`src/rtl/serial_mlane.sv`:
```
// Buffered parallel-to-serial converter: a small word FIFO feeds a shifter that emits
// 1, 2 or 4 bits per beat, with the lane width and bit order captured for each word.
module serial_mlane #(
    parameter int WSIZE = 8,
    parameter int DEPTH = 2
) (
    input  logic                   clock,
    input  logic                   rst_n,
    input  logic                   wr_vld,
    input  logic [WSIZE-1:0]       wr_data,
    input  logic                   wr_last,
    input  logic [1:0]             lane_mode,
    input  logic                   msb_first,
    output logic                   wr_ready,
    output logic [$clog2(DEPTH):0] wr_count,
    input  logic                   rd_en,
    output logic                   rd_vld,
    output logic [3:0]             rd_data,
    output logic                   word_end,
    output logic                   rd_last,
    output logic                   empty
);
    localparam int AW = $clog2(DEPTH);
    localparam int CW = $clog2(WSIZE);
    localparam logic [AW:0] DEPTH_C = (AW + 1)'(DEPTH);

    typedef enum logic {IDLE, SHIFT} state_t;

    function automatic logic [2:0] lane_step(input logic [1:0] mode);
        case (mode)
            2'd1:    return 3'd2;
            2'd2:    return 3'd4;
            default: return 3'd1;
        endcase
    endfunction

    function automatic logic [CW-1:0] last_beat(input logic [1:0] mode);
        case (mode)
            2'd1:    return CW'(WSIZE / 2 - 1);
            2'd2:    return CW'(WSIZE / 4 - 1);
            default: return CW'(WSIZE - 1);
        endcase
    endfunction

    // MSB-first words shift left and emit their top bits; LSB-first words shift right
    // and emit their bottom bits, so lane j always carries the j-th bit of the group.
    function automatic logic [3:0] beat_bits(input logic [3:0] top4, input logic [3:0] low4,
                                             input logic [1:0] mode, input logic msb);
        logic [3:0] b;
        case (mode)
            2'd1:    b = msb ? {2'b00, top4[3:2]} : {2'b00, low4[1:0]};
            2'd2:    b = msb ? top4 : low4;
            default: b = msb ? {3'b000, top4[3]} : {3'b000, low4[0]};
        endcase
        return b;
    endfunction

    logic [WSIZE-1:0] mem_data [DEPTH];
    logic [1:0]       mem_mode [DEPTH];
    logic [DEPTH-1:0] mem_last;
    logic [DEPTH-1:0] mem_msb;
    logic [AW-1:0]    wr_ptr;
    logic [AW-1:0]    rd_ptr;
    logic [AW:0]      count;

    state_t           state_q;
    state_t           state_d;
    logic [WSIZE-1:0] sh;
    logic [1:0]       sh_mode;
    logic             sh_msb;
    logic             sh_last;
    logic [CW-1:0]    beat_cnt;

    logic push;
    logic pop;
    logic advance;

    assign wr_ready = (count < DEPTH_C);
    assign wr_count = count;
    assign push     = wr_vld && wr_ready;
    assign rd_vld   = (state_q == SHIFT);
    assign word_end = rd_vld && (beat_cnt == last_beat(sh_mode));
    assign rd_last  = word_end && sh_last;
    assign rd_data  = rd_vld ? beat_bits(sh[WSIZE-1 -: 4], sh[3:0], sh_mode, sh_msb) : 4'b0000;
    assign empty    = (count == '0) && !rd_vld;

    // Final beat with a word waiting reloads in the same cycle, so there is no bubble.
    always_comb begin
        state_d = state_q;
        pop     = 1'b0;
        advance = 1'b0;
        case (state_q)
            IDLE: begin
                if (count != '0) begin
                    pop     = 1'b1;
                    state_d = SHIFT;
                end
            end
            SHIFT: begin
                if (rd_en) begin
                    if (word_end) begin
                        if (count != '0) pop = 1'b1;
                        else             state_d = IDLE;
                    end else begin
                        advance = 1'b1;
                    end
                end
            end
            default: state_d = IDLE;
        endcase
    end

    always_ff @(posedge clock or negedge rst_n) begin
        if (!rst_n) begin
            state_q  <= IDLE;
            wr_ptr   <= '0;
            rd_ptr   <= '0;
            count    <= '0;
            beat_cnt <= '0;
        end else begin
            state_q <= state_d;
            if (push) wr_ptr <= wr_ptr + 1'b1;
            if (pop)  rd_ptr <= rd_ptr + 1'b1;
            count <= count + {{AW{1'b0}}, push} - {{AW{1'b0}}, pop};
            if (pop)          beat_cnt <= '0;
            else if (advance) beat_cnt <= beat_cnt + 1'b1;
        end
    end

    // Data path carries no reset: every output it feeds is gated by rd_vld.
    always_ff @(posedge clock) begin
        if (push) begin
            mem_data[wr_ptr] <= wr_data;
            mem_mode[wr_ptr] <= lane_mode;
            mem_last[wr_ptr] <= wr_last;
            mem_msb[wr_ptr]  <= msb_first;
        end
        if (pop) begin
            sh      <= mem_data[rd_ptr];
            sh_mode <= mem_mode[rd_ptr];
            sh_last <= mem_last[rd_ptr];
            sh_msb  <= mem_msb[rd_ptr];
        end else if (advance) begin
            sh <= sh_msb ? (sh << lane_step(sh_mode)) : (sh >> lane_step(sh_mode));
        end
    end

endmodule

```
`config.mk`:
```
export PLATFORM = sky130hd
export DESIGN_NAME = serial_mlane
export DESIGN_NICKNAME = d
export VERILOG_FILES = /design/src/rtl/serial_mlane.sv
export SDC_FILE = /design/constraint.sdc
export NUM_CORES = 1
export LEC_CHECK = 0
export BUFFER_PORTS_ARGS = -buffer_cell sky130_fd_sc_hd__buf_2
export CORE_MARGIN = 10
export CORE_UTILIZATION = 53
export DETAILED_ROUTE_END_ITERATION = 8
export MAX_ROUTING_LAYER = met4
export PLACE_DENSITY = 0.76
export SLEW_MARGIN = 20
export SYNTH_ARGS = -nofsm -noshare
export SYNTH_HDL_FRONTEND = slang
export SYNTH_SLANG_ARGS = --single-unit
```
`constraint.sdc`:
```
create_clock -name clock -period 1.85 [get_ports clock]
set_input_delay 0.0925 -clock clock [delete_from_list [all_inputs] [get_ports clock]]
set_output_delay 0.0925 -clock clock [all_outputs]
set_load 0.005 [all_outputs]
```
=== Yosys cells after proc, flatten, opt, wreduce, memory -nomap -nowiden ===
Memory sizes are Yosys's and may differ from the RTL's. A register that Yosys moved wholly into a read port is not among the register bits.
Index checks and enable logic that the tools add are counted.

* Flip-flop bits (word level): 22
* Bits in latches: 0
* Bits in writable memories: 20
* Memory bits (read-only): 0
* Bits of input ports: 16
* Output and inout port bits: 11
* Word-level logic and storage cells: 70
* Memories: 2

{| class="wikitable"
|+ Memories
! name !! depth !! bits a word !! read ports !! clocked after Yosys merged registers in !! write ports !! RTL line !! text
|-
| mem_data || 2 || 8 || 1 || 0 || 1 || 58 || <nowiki>logic [WSIZE-1:0] mem_data [DEPTH];</nowiki>
|-
| mem_mode || 2 || 2 || 1 || 1 || 1 || 59 || <nowiki>logic [1:0] mem_mode [DEPTH];</nowiki>
|}

* Add/subtract/negate cells: 5
* Multipliers: 0
* Divide/modulo/power cells: 0
* Order comparisons: 4
* Eq/ne operators: 3
* Shift-type cells: 2
* Multiplexer cells: 34
* Bitwise operators: 1
* Reductions and logical operators: 9

{| class="wikitable"
|+ Operators by type and width
! cell !! number
|-
| 8-bit two-way mux || 3
|-
| 1-bit two-way mux || 16
|-
| 3-bit two-way mux || 4
|-
| 3-bit case mux with 2 select lines || 2
|-
| 4-bit two-way mux || 2
|-
| 4-bit case mux with 2 select lines || 1
|-
| 8-bit by 3-bit << shifter with 8-bit output || 1
|-
| 8-bit by 3-bit right shift with 8-bit output || 1
|-
| 1-bit logical AND || 5
|-
| 2-bit bitwise mux || 2
|-
| 1-bit by 2-bit less-than comparator with 1-bit output (second input constant) || 2
|-
| 1-bit case mux with 2 select lines || 2
|-
| 2-bit nonzero test || 2
|-
| 3-bit by 1-bit adder with 3-bit output (second input constant) || 1
|-
| 3-bit == test || 1
|-
| 1-bit adder (second input constant) || 2
|-
| 2-bit by 1-bit adder with 2-bit output || 1
|-
| 2-bit by 1-bit == test with 1-bit output (second input constant) || 1
|-
| 2-bit == test (second input constant) || 1
|-
| 2-bit zero test || 1
|-
| 2-bit less-than comparator (second input constant) || 1
|-
| 2-bit two-way mux || 1
|-
| 2-bit by 1-bit subtractor with 2-bit output || 1
|-
| 1-bit demux with 1-bit select || 1
|-
| 3 further kinds || 3
|}

=== Logic depth before layout (Yosys ltp) ===
Gate-level depths: netlist of the first run.

* Depth after elaboration: 13
* Mapped depth: 9

=== Worst setup path before layout of the first run ===
Ideal clock, no wire load.

* Path kind: flip-flop to flip-flop
* Start: reg sh_mode[0] (read register of mem_mode)
* End: reg count[1], in the netlist wr_count[1]
* Library setup time: 0.123 ns
* Arrival: 1.937 ns
* Required time: 1.727 ns
* Path slack: -0.210 ns
* Cell stages (with the launch flop): 10
* Path buffers: 1
* Period minus slack after synthesis: 2.060 ns
* Path through: edfxtp_1 inv_1 ha_1 xnor2_1 a31oi_4 inv_2 buf_6 xnor2_1 ha_1 xnor2_1

* Longest elaborated chain between the ends: 8

{| class="wikitable"
|+ RTL lines
! item !! RTL line !! text
|-
| start, declared || 69 || <nowiki>logic [1:0] sh_mode;</nowiki>
|-
| 2-bit == test or 2-bit by 1-bit == test with 1-bit output (tied branches) || 38 || <nowiki>case (mode)</nowiki>
|-
| 3-bit case mux with 2 select lines (*) || 38 ||
|-
| 3-bit == test (*) || 82 || <nowiki>assign word_end = rd_vld && (beat_cnt == last_beat(sh_mode));</nowiki>
|-
| 1-bit logical AND (*) || 82 ||
|-
| 1-bit two-way mux (*) || 101 || <nowiki>if (word_end) begin</nowiki>
|-
| 1-bit two-way mux (*) || 100 || <nowiki>if (rd_en) begin</nowiki>
|-
| 1-bit case mux with 2 select lines (*) || 92 || <nowiki>case (state_q)</nowiki>
|-
| via pop || 75 || <nowiki>logic pop;</nowiki>
|-
| 2-bit by 1-bit subtractor with 2-bit output (*) || 124 || <nowiki>count <= count + {{AW{1'b0}}, push} - {{AW{1'b0}}, pop};</nowiki>
|-
| end signal, assigned || 124 ||
|-
| end, declared || 64 || <nowiki>logic [AW:0] count;</nowiki>
|}

The timed path passes the listed nets; every way through them passes the cells marked *.
A chain may end at the register's enable or synchronous reset.

=== Worst setup path in the final report of the first run ===
* Start: reg sh_mode[1] (read register of mem_mode)
* End: out rd_last

* Longest elaborated chain between the ends: 5

{| class="wikitable"
|+ RTL lines
! item !! RTL line !! text
|-
| 2-bit == test or 2-bit by 1-bit == test with 1-bit output (tied branches) || 38 ||
|-
| 3-bit case mux with 2 select lines (*) || 38 ||
|-
| 3-bit == test (*) || 82 ||
|-
| 1-bit logical AND (*) || 82 ||
|-
| 1-bit logical AND (*) || 83 || <nowiki>assign rd_last = word_end && sh_last;</nowiki>
|-
| end, declared || 20 || <nowiki>output logic rd_last,</nowiki>
|}

Every way passes the cells marked *; elsewhere a longest branch is shown, timed or not.

==> results.md, run 1 <==
- Nets: 320
- Failing checks: setup timing
- Post-route cell area: around 0.0035 mm2
- Final hold violation count: 0
- Final worst path period need: a little over 2 ns
- Maxcap violations: 0
- Top FF cell, synth: edfxtp_1
- Die X: between 80 and 90 um
- Post-synth cell types: 56
- Worst slack at placement: -0.209 ns
- First-pass DRT Iterations: 4
- Commonest non-fill, non-tap cells in the layout: 41 x buf_4, 36 x edfxtp_1, 26 x buf_2
- Crit-path max FO: 6
- Max Slew Vio Count: 0
- Routability-driven placement congestion ratio: 0.964
- Chip height: approximately 89 um
- Register area share after synthesis: 0.512
- Setup violators final: 26
- Warnings from Yosys: 0
- Iter 0 DRT Violations: 112
- Num CTS Buffers: 5
- Max IR drop VDD: 1.09 mV
- CP Launch Type: register
- Post-Syn Area: between 0.002 and 0.003 mm2
- Placed cell areas: around 0.0029 mm2
- Clk_lat worst skew: 0.30 ns
- Critical path arrival: approximately 2 ns
- Post-Route WL: 6630 um
- Antenna Nets Post-Route: 0
- Reg2reg setup slack: -0.16 ns
- Syn avg cell area: around 12 um2
- Worst path required time: between 1.5 and 2 ns
- Commonest non-fill, non-tap cell in the layout: buf_4
- Cell Rows: 24
- Leak: between 1 and 1.5 nW
- Crit share post-route: 1.11
- All-layer global routing usage: 0.184
- Worst Tran Pin Value: 0.671 ns
- Worst setup margin: -0.202 ns
- Drt wl/cell: 18.9 um
- Syn-to-layout area delta: 40.7%
- Mapped Cells: 216
- Remaining DRCs: 0
- First-pass GRT wire length: 10900 um
- Detailed placement HPWL: 4140 um
- IO Pins: 27
- Clk root buf: clkbuf_8
- Outcome: finished with violations
- CORE AREA: 0.00447 mm2
- Gr ovfl total: 0
- Synth Net Count: around 240
- RSZ-0062 raised after global routing: true
- Worst-path clk slew: around 0.09 ns
- IO Port Bufs: 26
- Pwr dens: roughly 1500 mW/mm2
- Vias/cell: between 5 and 6
- Slew Limit Headroom: 0.552
- Setup crit end kind: output pin
- Initial antenna violation count: 0
- Vias in the first global route: 2117
- Routed via count: around 2000
- Diodes inserted: 0
- Yosys reg bits: between 40 and 50
- Ys async rst share: 0.182
- Largest net degree at the start of global routing: 20
- Worst Skew: approximately 0.0057 ns
- Hold WC Path Type: input port to register
- CP Class: register to output pin
- H-tree level count: 2
- Max Clock Freq: roughly 0.49 GHz
- Starting density of the core: 0.560
- Die area: a little under 0.008 mm2
- Post-synth EDFFs: 36
- CTS sink count: 44
- Clock buffer depth: 2
- CTS tree: built
- Fraction of layout cells with a size suffix above 1: 0.428
## final timing paths
path | from | end | cells after the start
worst min-delay path | wr_vld | wr_ptr | 3
min in group asynchronous | rst_n | beat_cnt[1] | 2
worst max register to register | sh_mode[0] | sh[5] | 6
worst min register to register | wr_ptr | wr_ptr | 1
max in group asynchronous | rst_n | wr_ptr | 2
worst max-delay path | sh_mode[1] | rd_last | 7
## final cells by class
class	instances	area [um2]
clock buffers	6	72.6
clock inverters	2	16.3
fillers	271	952
inverters	9	38.8
multi-input cells	147	1320
flip-flops and latches	44	1280
well taps	52	65.1
repair buffers	91	729
## flip-flops by register name (all words and copies together) (netlist names)
name / flops
mem_data: 16
sh: 8
mem_mode: 4
beat_cnt: 3
mem_last: 2
mem_msb: 2
sh_mode: 2
wr_count: 2
rd_ptr: 1
rd_vld: 1
sh_last: 1
sh_msb: 1
wr_ptr: 1
## routing by layer
layer / share of wire / global-route usage / up-vias
met2: 0.52 / 0.314 / 63
met5: 0 / - / -
met1: 0.42 / 0.215 / 992
li1: - / - / 985
met3: 0.050 / 0.0285 / 7
met4: 0.017 / 0.0661 / 0
## cells by family (layout without fill, tap and decap cells)
logic type / Yosys count / in the layout / synth area share
AO/OA/AOI/OAI: 51 / 51 / 0.151
AND/OR/NAND/NOR: 57 / 57 / 0.114
XOR/XNOR: 7 / 7 / 0.0245
adder cells (fa/ha/maj): 6 / 6 / 0.0300
multiplexers: 26 / 26 / 0.116
flip-flops: 44 / 44 / 0.512
buffers and inverters: 25 / 108 / 0.0525
## where the power goes
part           total, W  leakage, nW  internal [W]  switching [W]
clock          0.000608       0.0414      0.000269       0.000339
sequential      0.00186        0.430       0.00146       0.000398
combinational   0.00285        0.952       0.00152        0.00133
## cells in the mapped netlist (2+ instances only)
cell	count	area [um2]
edfxtp_1	36	1080
nand2_1	22	82.6
mux2i_1	20	200
a21oi_1	10	50.1
clkbuf_1	8	30.0
dfrtp_1	8	200
inv_1	8	30.0
nor2_1	7	26.3
ha_1	6	75.1
nor3_1	6	30.0
xnor2_1	6	52.6
o21ai_0	5	25.0
a211oi_1	4	30.0
a31oi_1	4	25.0
and3_1	4	25.0
mux2_2	4	45.0
nand2b_1	3	18.8
nand3_1	3	15.0
nand3b_1	3	22.5
nor2b_1	3	18.8
o211ai_1	3	22.5
o22ai_1	3	18.8
a22oi_1	2	15.0
a311oi_1	2	17.5
buf_1	2	7.51
buf_2	2	10.0
buf_6	2	22.5
mux4_2	2	45.0
## repair_timing
item,4_1_cts,5_1_grt
buffers inserted,9,7
endpoints found under the hold margin,32,0
gates cloned,1,0
hold buffers,13,0
pin swaps,19,10
resized for setup,39,17
setup endpoints to repair,25,29
## per-stage QoR
step | total power, W | cells | hold WS [ns] | util | setup TNS, ns
2_1_floorplan | 0.00314 | 216 | -0.203 | - | -0.177
3_3_place_gp | 0.00390 | 313 | -0.0521 | 0.647 | -0.892
3_5_place_dp | 0.00395 | 313 | -0.0445 | 0.647 | -1.88
4_1_cts | 0.00504 | 344 | 0.136 | 0.756 | -2.35
5_1_grt | 0.00563 | 351 | 0.148 | 0.787 | -4.61
6_report | 0.00531 | 351 | 0.139 | 0.787 | -2.91
## critical path, stage by stage, from the launching register on
cell and delay [ns]:
edfxtp_1 0.43, buf_6 0.16, ha_4 0.32, xnor2_4 0.16
buf_6 0.13, and3_4 0.20, and3_1 0.14, buf_2 0.11
No activity file was read; power rests on OpenSTA's default activity.
==> run 2: changes to the inputs <==
--- a/config.mk
+++ b/config.mk
@@ -11,6 +11,7 @@
 export DETAILED_ROUTE_END_ITERATION = 8
 export MAX_ROUTING_LAYER = met4
 export PLACE_DENSITY = 0.76
+export RECOVER_POWER = 50
 export SLEW_MARGIN = 20
 export SYNTH_ARGS = -nofsm -noshare
 export SYNTH_HDL_FRONTEND = slang
==> run 2 against run 1 <==
The flow still finishes with violations (setup timing). Critical path depth is the same. Clock skew grew 0.0013 ns. Routed wire length down 0.27%. Highest routed layer unchanged. Sequential cell count is the same. Final area shrank 0.64%.
==> results.md, run 2 (synthesized netlist as in run 1, its figures left out) <==
- Max Clock Freq: 0.486 GHz (-0.27%)
- Placed Cells: 313 (unchanged)
- Max IR drop VDD: 1.09 mV (-0.14%)
- Starting density of the core: 0.560 (unchanged)
- Post-Route WL: 6620 um (-0.27%)
- Clock buffer depth: 2 (unchanged)
- Crit-path slowest cell: edfxtp_1
- Worst path cell trace: buf_6, ha_4, xnor2_4, buf_6, and3_4, and3_1, buf_2
- Top reg by flops: mem_data
- Leak: 1.38 nW (-2.8%)
- Worst path required time: 1.76 ns (about the same)
- Hold WC Path Type: input port to register
- Drt wl/cell: 18.8 um (-0.27%)
- Fraction of layout cells with a size suffix above 1: 0.381 (-0.0468)
- Routability-driven placement congestion ratio: 0.964 (unchanged)
- Slew Limit Headroom: 0.551 (-0.00127)
- CP Launch Type: register
- Syn-to-layout area delta: 39.8%
- H-tree level count: 2 (unchanged)
- Pwr dens: 1510 mW/mm2 (+0.29%)
- IO Port Bufs: 26 (unchanged)
- Vias in the first global route: 2117 (unchanged)
- Fin cells: 351 (unchanged)
- Cell Rows: 24 (unchanged)
- First-pass DRT Iterations: 4 (unchanged)
- Outcome: finished with violations
- All-layer global routing usage: 0.184 (unchanged)
- CP Buf/Inv Count: 3 (unchanged)
- Final hold violation count: 0 (unchanged)
- Die area: 0.00787 mm2 (unchanged)
- Initial antenna violation count: 0 (unchanged)
- Commonest non-fill, non-tap cells in the layout: 39 x buf_4, 36 x edfxtp_1, 22 x nand2_1
- Critical path's top delay family: flip-flops
- RSZ-0062 raised after global routing: true
- Util after Layout: 0.782 (-0.00503)
- Worst slack at placement: -0.209 ns (unchanged)
- CTS tree: built
- Nets: 320 (unchanged)
- Maxcap violations: 0 (unchanged)
- Worst Skew: 0.00696 ns (+0.00128 ns)
- Gr ovfl total: 0 (unchanged)
- Crit share post-route: 1.11 (+0.00304)
- Detailed placement HPWL: 4140 um (unchanged)
- CP peak stage delay: 0.43 ns (about the same)
- Final worst path period need: 2.06 ns (+0.00562 ns)
- Worst setup margin: -0.208 ns (-0.00562 ns)
- Largest net degree at the start of global routing: 20 (unchanged)
- Diodes inserted: 0 (unchanged)
- Routed via count: 2069 (+1.1%)
- Most frequent cell on the critical path: buf_6
- Max Slew Vio Count: 0 (unchanged)
- Commonest non-fill, non-tap cell in the layout: buf_4
- Failing checks: setup timing
- Max FFs per register: 16 (unchanged)
- Critical path arrival: 1.97 ns (about the same)
- Remaining DRCs: 0 (unchanged)
- Hold WS: 0.138 ns (-0.00114 ns)
- Worst-path clk slew: 0.09 ns (about the same)
- Worst Tran Pin Value: 0.673 ns (+0.00191 ns)
- Antenna Nets Post-Route: 0 (unchanged)
- Die X: 88.7 um (unchanged)
- Setup violators final: 26 (unchanged)
- CORE AREA: 0.00447 mm2 (unchanged)
- Num CTS Buffers: 5 (unchanged)
- CTS sink count: 44 (unchanged)
- Vias/cell: 5.89 (+1.1%)
- Chip height: 88.7 um (unchanged)
- Biggest regs: mem_data x16, sh x8, mem_mode x4
- Clk root buf: clkbuf_8
- Filler cell count: 285 (+5.2%)
- First-pass GRT wire length: 10900 um (unchanged)
- Iter 0 DRT Violations: 105 (-6.3%)
- Crit-path max FO: 6 (unchanged)
- Clk_lat worst skew: 0.30 ns (about the same)
- Setup crit end kind: output pin
- IO Pins: 27 (unchanged)
- CP Class: register to output pin
## run 2: area by class of cell
class / count / area [um2] / area share
Tap cell: 52 / 65.1 / 0.0186
Inverter: 9 / 38.8 / 0.0111
Sequential cell: 44 / 1280 / 0.366
Clock buffer: 6 / 72.6 / 0.0207
Clock inverter: 2 / 16.3 / 0.00465
Multi-Input combinational cell: 147 / 1320 / 0.377
Timing Repair Buffer: 91 / 707 / 0.202
## run 2: path summary, 6_finish.rpt
check                           start      end  slack (ns)  depth (start not counted)
max                        sh_mode[1]  rd_last       -0.21                          7
min                            wr_vld   wr_ptr        0.14                          3
max reg2reg                sh_mode[1]    sh[7]       -0.17                          7
min reg2reg                    wr_ptr   wr_ptr        0.49                          1
max in group asynchronous       rst_n   wr_ptr        1.26                          2
min in group asynchronous       rst_n   rd_vld        0.26                          2
## run 2: power by group
part	total [W]	internal, W	switching, W
clock	0.000610	0.000269	0.000341
combinational	0.00282	0.00149	0.00133
sequential	0.00186	0.00146	0.000402
## run 2: worst min-delay path, cell delays in order
cell and delay (ns):
buf_2 0.11, nand2_1 0.12, xnor2_1 0.08
## run 2: timing repair
item / 4_1_cts / 5_1_grt
resized for setup: 39 / 17
pin swaps: 19 / 10
hold endpoints to repair: 32 / 0
hold buffers: 13 / 0
endpoints found under the setup margin: 25 / 29
buffers inserted: 9 / 7
gates cloned: 1 / 0
## run 2: per-stage QoR
stage	power (W)	setup TNS (ns)	instance area, um2
detailed placement	0.00395	-1.88	2900
finish	0.00529	-3.06	3500
global route	0.00560	-4.72	3500
global placement	0.00390	-0.892	2900
floorplan	0.00314	-0.177	2540
CTS	0.00504	-2.35	3380
## run 2: metal layers
metal  vias up  global-route usage  share of wire
li1        983                   -              -
met1       992               0.215           0.42
met2        83               0.314           0.51
met3        11              0.0285          0.055
met4         0              0.0661          0.021
met5         -                   -              0
==> run 3: changes to the inputs <==
--- a/config.mk
+++ b/config.mk
@@ -5,12 +5,13 @@
 export SDC_FILE = /design/constraint.sdc
 export NUM_CORES = 1
 export LEC_CHECK = 0
+export ABC_AREA = 1
 export BUFFER_PORTS_ARGS = -buffer_cell sky130_fd_sc_hd__buf_2
 export CORE_MARGIN = 10
-export CORE_UTILIZATION = 53
+export CORE_UTILIZATION = 52
 export DETAILED_ROUTE_END_ITERATION = 8
 export MAX_ROUTING_LAYER = met4
-export PLACE_DENSITY = 0.76
+export PLACE_DENSITY = 0.75
 export RECOVER_POWER = 50
 export SLEW_MARGIN = 20
 export SYNTH_ARGS = -nofsm -noshare
==> constraint.sdc (replaced) <==
create_clock -name clock -period 1.83 [get_ports clock]
set_input_delay 0.0915 -clock clock [delete_from_list [all_inputs] [get_ports clock]]
set_output_delay 0.0915 -clock clock [all_outputs]
set_load 0.005 [all_outputs]
==> run 3 against run 2 <==
The run still ends with setup timing left. Largest cell class is now sequential cells. Sequential cell count is the same. Sequential share of layout area grew 3.5 points. Routed wire length shrank 13%. Combinational power shrank 17%. Register-to-register slack gained 0.08 ns. Global-route usage shrank 3.0 points. Highest routed layer unchanged. Critical path depth grew 4. Final area shrank 8.7%.
==> results.md, run 3 <==
- Outcome: finished with violations
- Failing checks: setup timing
- Worst path cell trace: ha_4, inv_4, nand2_2, nand3_2, nor2_4, nand2_2, nand2_4, buf_6, nand2_4, nand3_2, nand3b_1
- RSZ-0062 raised after global routing: true
- Chip height: 88.0 um (-0.80%)
- CP Launch Type: register
- Util after Layout: 0.724 (-0.0580)
- Most Crowded Layer GR: met2
- Register area share after synthesis: 0.533 (+0.0208)
- Placed Cells: 372 (+19%)
- Iter 0 DRT Violations: 99 (-5.7%)
- Top FF cell, synth: edfxtp_1
- Clock buffer depth: 2 (unchanged)
- Top reg by flops: mem_data
- Commonest non-fill, non-tap cells in the layout: 88 x nand2_1, 36 x edfxtp_1, 30 x buf_4
- CORE AREA: 0.00441 mm2 (-1.3%)
- Post-Syn Area: 0.00241 mm2 (-3.9%)
- CTS sink count: 44 (unchanged)
- Max FFs per register: 16 (unchanged)
- Most frequent cell after synthesis: nand2_1
- Synth area leader: edfxtp_1
- Die area: 0.00775 mm2 (-1.6%)
- Synth area leaders: edfxtp_1 45%, nand2_1 15%, dfrtp_1 8.3%
- Clk_lat worst skew: 0.29 ns (about the same)
- Synth Net Count: 302 (+27%)
- Warnings from Yosys: 0 (unchanged)
- Largest net degree at the start of global routing: 14 (-30%)
- Antenna Nets Post-Route: 0 (unchanged)
- Vias in the first global route: 2020 (-4.6%)
- Commonest non-fill, non-tap cell in the layout: nand2_1
- Placed cell areas: 0.00278 mm2 (-4.1%)
- Diodes inserted: 0 (unchanged)
- Critical path arrival: 1.96 ns (about the same)
- IO Pins: 27 (unchanged)
- First-pass GRT wire length: 9390 um (-13%)
- Syn-to-layout area delta: 32.9%
- CTS tree: built
- Nets: 372 (+16%)
- Routed via count: 2133 (+3.1%)
- Setup crit end kind: register
- CP Class: register to register
- Vias/cell: 5.29 (-10%)
- Hold WC Path Type: input port to register
- Remaining DRCs: 0 (unchanged)
- Final worst path period need: 1.92 ns
- Met1 Usage GRT: 0.187 (-0.0280)
- H-tree level count: 2 (unchanged)
- Post-route setup TNS: -1.04 ns (+2.02 ns)
- Cell Rows: 24 (unchanged)
- Starting density of the core: 0.545 (-0.0145)
- Num CTS Buffers: 5 (unchanged)
- GR Layer Usage met3: 0.0446 (+0.0161)
- CP peak stage delay: 0.44 ns (about the same)
- Routability-driven placement congestion ratio: 0.970 (+0.63%)
- Pwr dens: 1480 mW/mm2 (-1.9%)
- Synth top area share: 0.449 (+0.0175)
- Maxcap violations: 0 (unchanged)
- Fin cells: 403 (+15%)
- Ys async rst share: 0.182 (unchanged)
- Worst-path clk slew: 0.08 ns (about the same)
- Detailed placement HPWL: 4050 um (-2.2%)
- Mapped Cells: 280 (+30%)
- Crit-path slowest cell: edfxtp_1
- Crit share post-route: 1.05
- Crit-path max FO: 8 (+2)
- Setup violators final: 21 (-19%)
- Max IR drop VDD: 0.924 mV (-15%)
- Slew Limit Headroom: 0.681 (+0.130)
- Max Slew Vio Count: 0 (unchanged)
- Met2 Use GR: 0.249 (-0.0652)
- Post-route cell area: 0.00320 mm2 (-8.7%)
- Final hold violation count: 0 (unchanged)
- Max Clock Freq: between 0.5 and 0.6 GHz
- Post-synth cell types: 27 (-52%)
- Gr ovfl total: 0 (unchanged)
- Fraction of layout cells with a size suffix above 1: 0.276 (-0.105)
- Drt wl/cell: 14.2 um (-24%)
- Worst slack at placement: -0.184 ns (+0.0250 ns)
- Yosys reg bits: 44 (unchanged)
- Worst setup margin: -0.0874 ns (+0.120 ns)
- Initial antenna violation count: 0 (unchanged)
- IO Port Bufs: 26 (unchanged)
- Worst Tran Pin Value: 0.479 ns (-0.195 ns)
- Most instantiated cells after synthesis: 98 x nand2_1, 36 x edfxtp_1, 25 x nand3_1, 22 x inv_1, 19 x o21ai_0
- Die X: 88.0 um (-0.80%)
- Post-Route WL: 5740 um (-13%)
- Clk root buf: clkbuf_8
- Syn avg cell area: 8.59 um2 (-26%)
- Biggest regs: mem_data x16, sh x8, mem_mode x4
- Worst Skew: 0.00774 ns (+0.000788 ns)
- First-pass DRT Iterations: 4 (unchanged)
- All-layer global routing usage: 0.155 (-0.0296)
- Post-synth EDFFs: 36 (unchanged)
- Worst path required time: 1.87 ns (+0.11 ns)
- Leak: 1.42 nW (+2.7%)
run 3: power by group:
group          leakage (nW)  switching [W]  internal [W]
Sequential            0.429       0.000217       0.00148
Clock                0.0552       0.000305      0.000405
Combinational         0.937        0.00138      0.000957
Total                  1.42        0.00191       0.00284
run 3: worst paths after layout:
path / from / to / slack (ns) / cells after the start
setup reg to reg: sh_mode[1] / sh[5] / -0.09 / 11
max in group asynchronous: rst_n / rd_ptr / 1.24 / 2
setup / recovery: sh_mode[1] / sh[5] / -0.09 / 11
hold reg to reg: mem_last[0] / sh_last / 0.52 / 2
min in group asynchronous: rst_n / rd_vld / 0.26 / 2
hold / removal: wr_vld / wr_count[0] / 0.23 / 4
run 3: cell families after synthesis:
| group | Yosys count | synth area share |
|---|---|---|
| AND/OR/NAND/NOR | 151 | 0.266 |
| flip-flops | 44 | 0.533 |
| AO/OA/AOI/OAI | 40 | 0.0983 |
| buffers and inverters | 36 | 0.0614 |
| adder cells (fa/ha/maj) | 6 | 0.0312 |
| XOR/XNOR | 3 | 0.0109 |
run 3: cell type report:
type / instances / area (um2)
clock buffer: 6 / 72.6
clock inverter: 2 / 35.0
fill: 324 / 1220
inverter: 25 / 100
multi-input combinational: 201 / 1120
sequential: 44 / 1280
tap: 52 / 65.1
timing repair buffer: 73 / 518
run 3: per-layer routing:
metal	vias to the layer above	share of wire
met1	967	0.42
met4	0	0.014
li1	1085	-
met2	71	0.50
met5	-	0
met3	10	0.067
run 3: metrics by stage:
stage	power, W	hold slack [ns]
3_3_place_gp	0.00361	-0.0538
3_5_place_dp	0.00368	-0.0539
5_1_grt	0.00510	0.228
4_1_cts	0.00459	0.163
6_report	0.00474	0.230
2_1_floorplan	0.00297	-0.204
run 3: worst max-delay path, delay by kind of cell, from the launching register on:
family | cells | cell delay (ns)
adders and majority gates | 1 | 0.33
and+or+nand+nor | 8 | 0.71
DFF | 1 | 0.44
buffers and inverters | 2 | 0.17
run 3: what timing repair did:
item / in CTS / in global routing
gates resized for setup: 16 / 24
hold buffers: 13 / 0
endpoints found under the hold margin: 32 / 0
buffers inserted: 9 / 0
endpoints found under the setup margin: 24 / 32
pin swaps: 8 / 6
gates cloned: 1 / 0
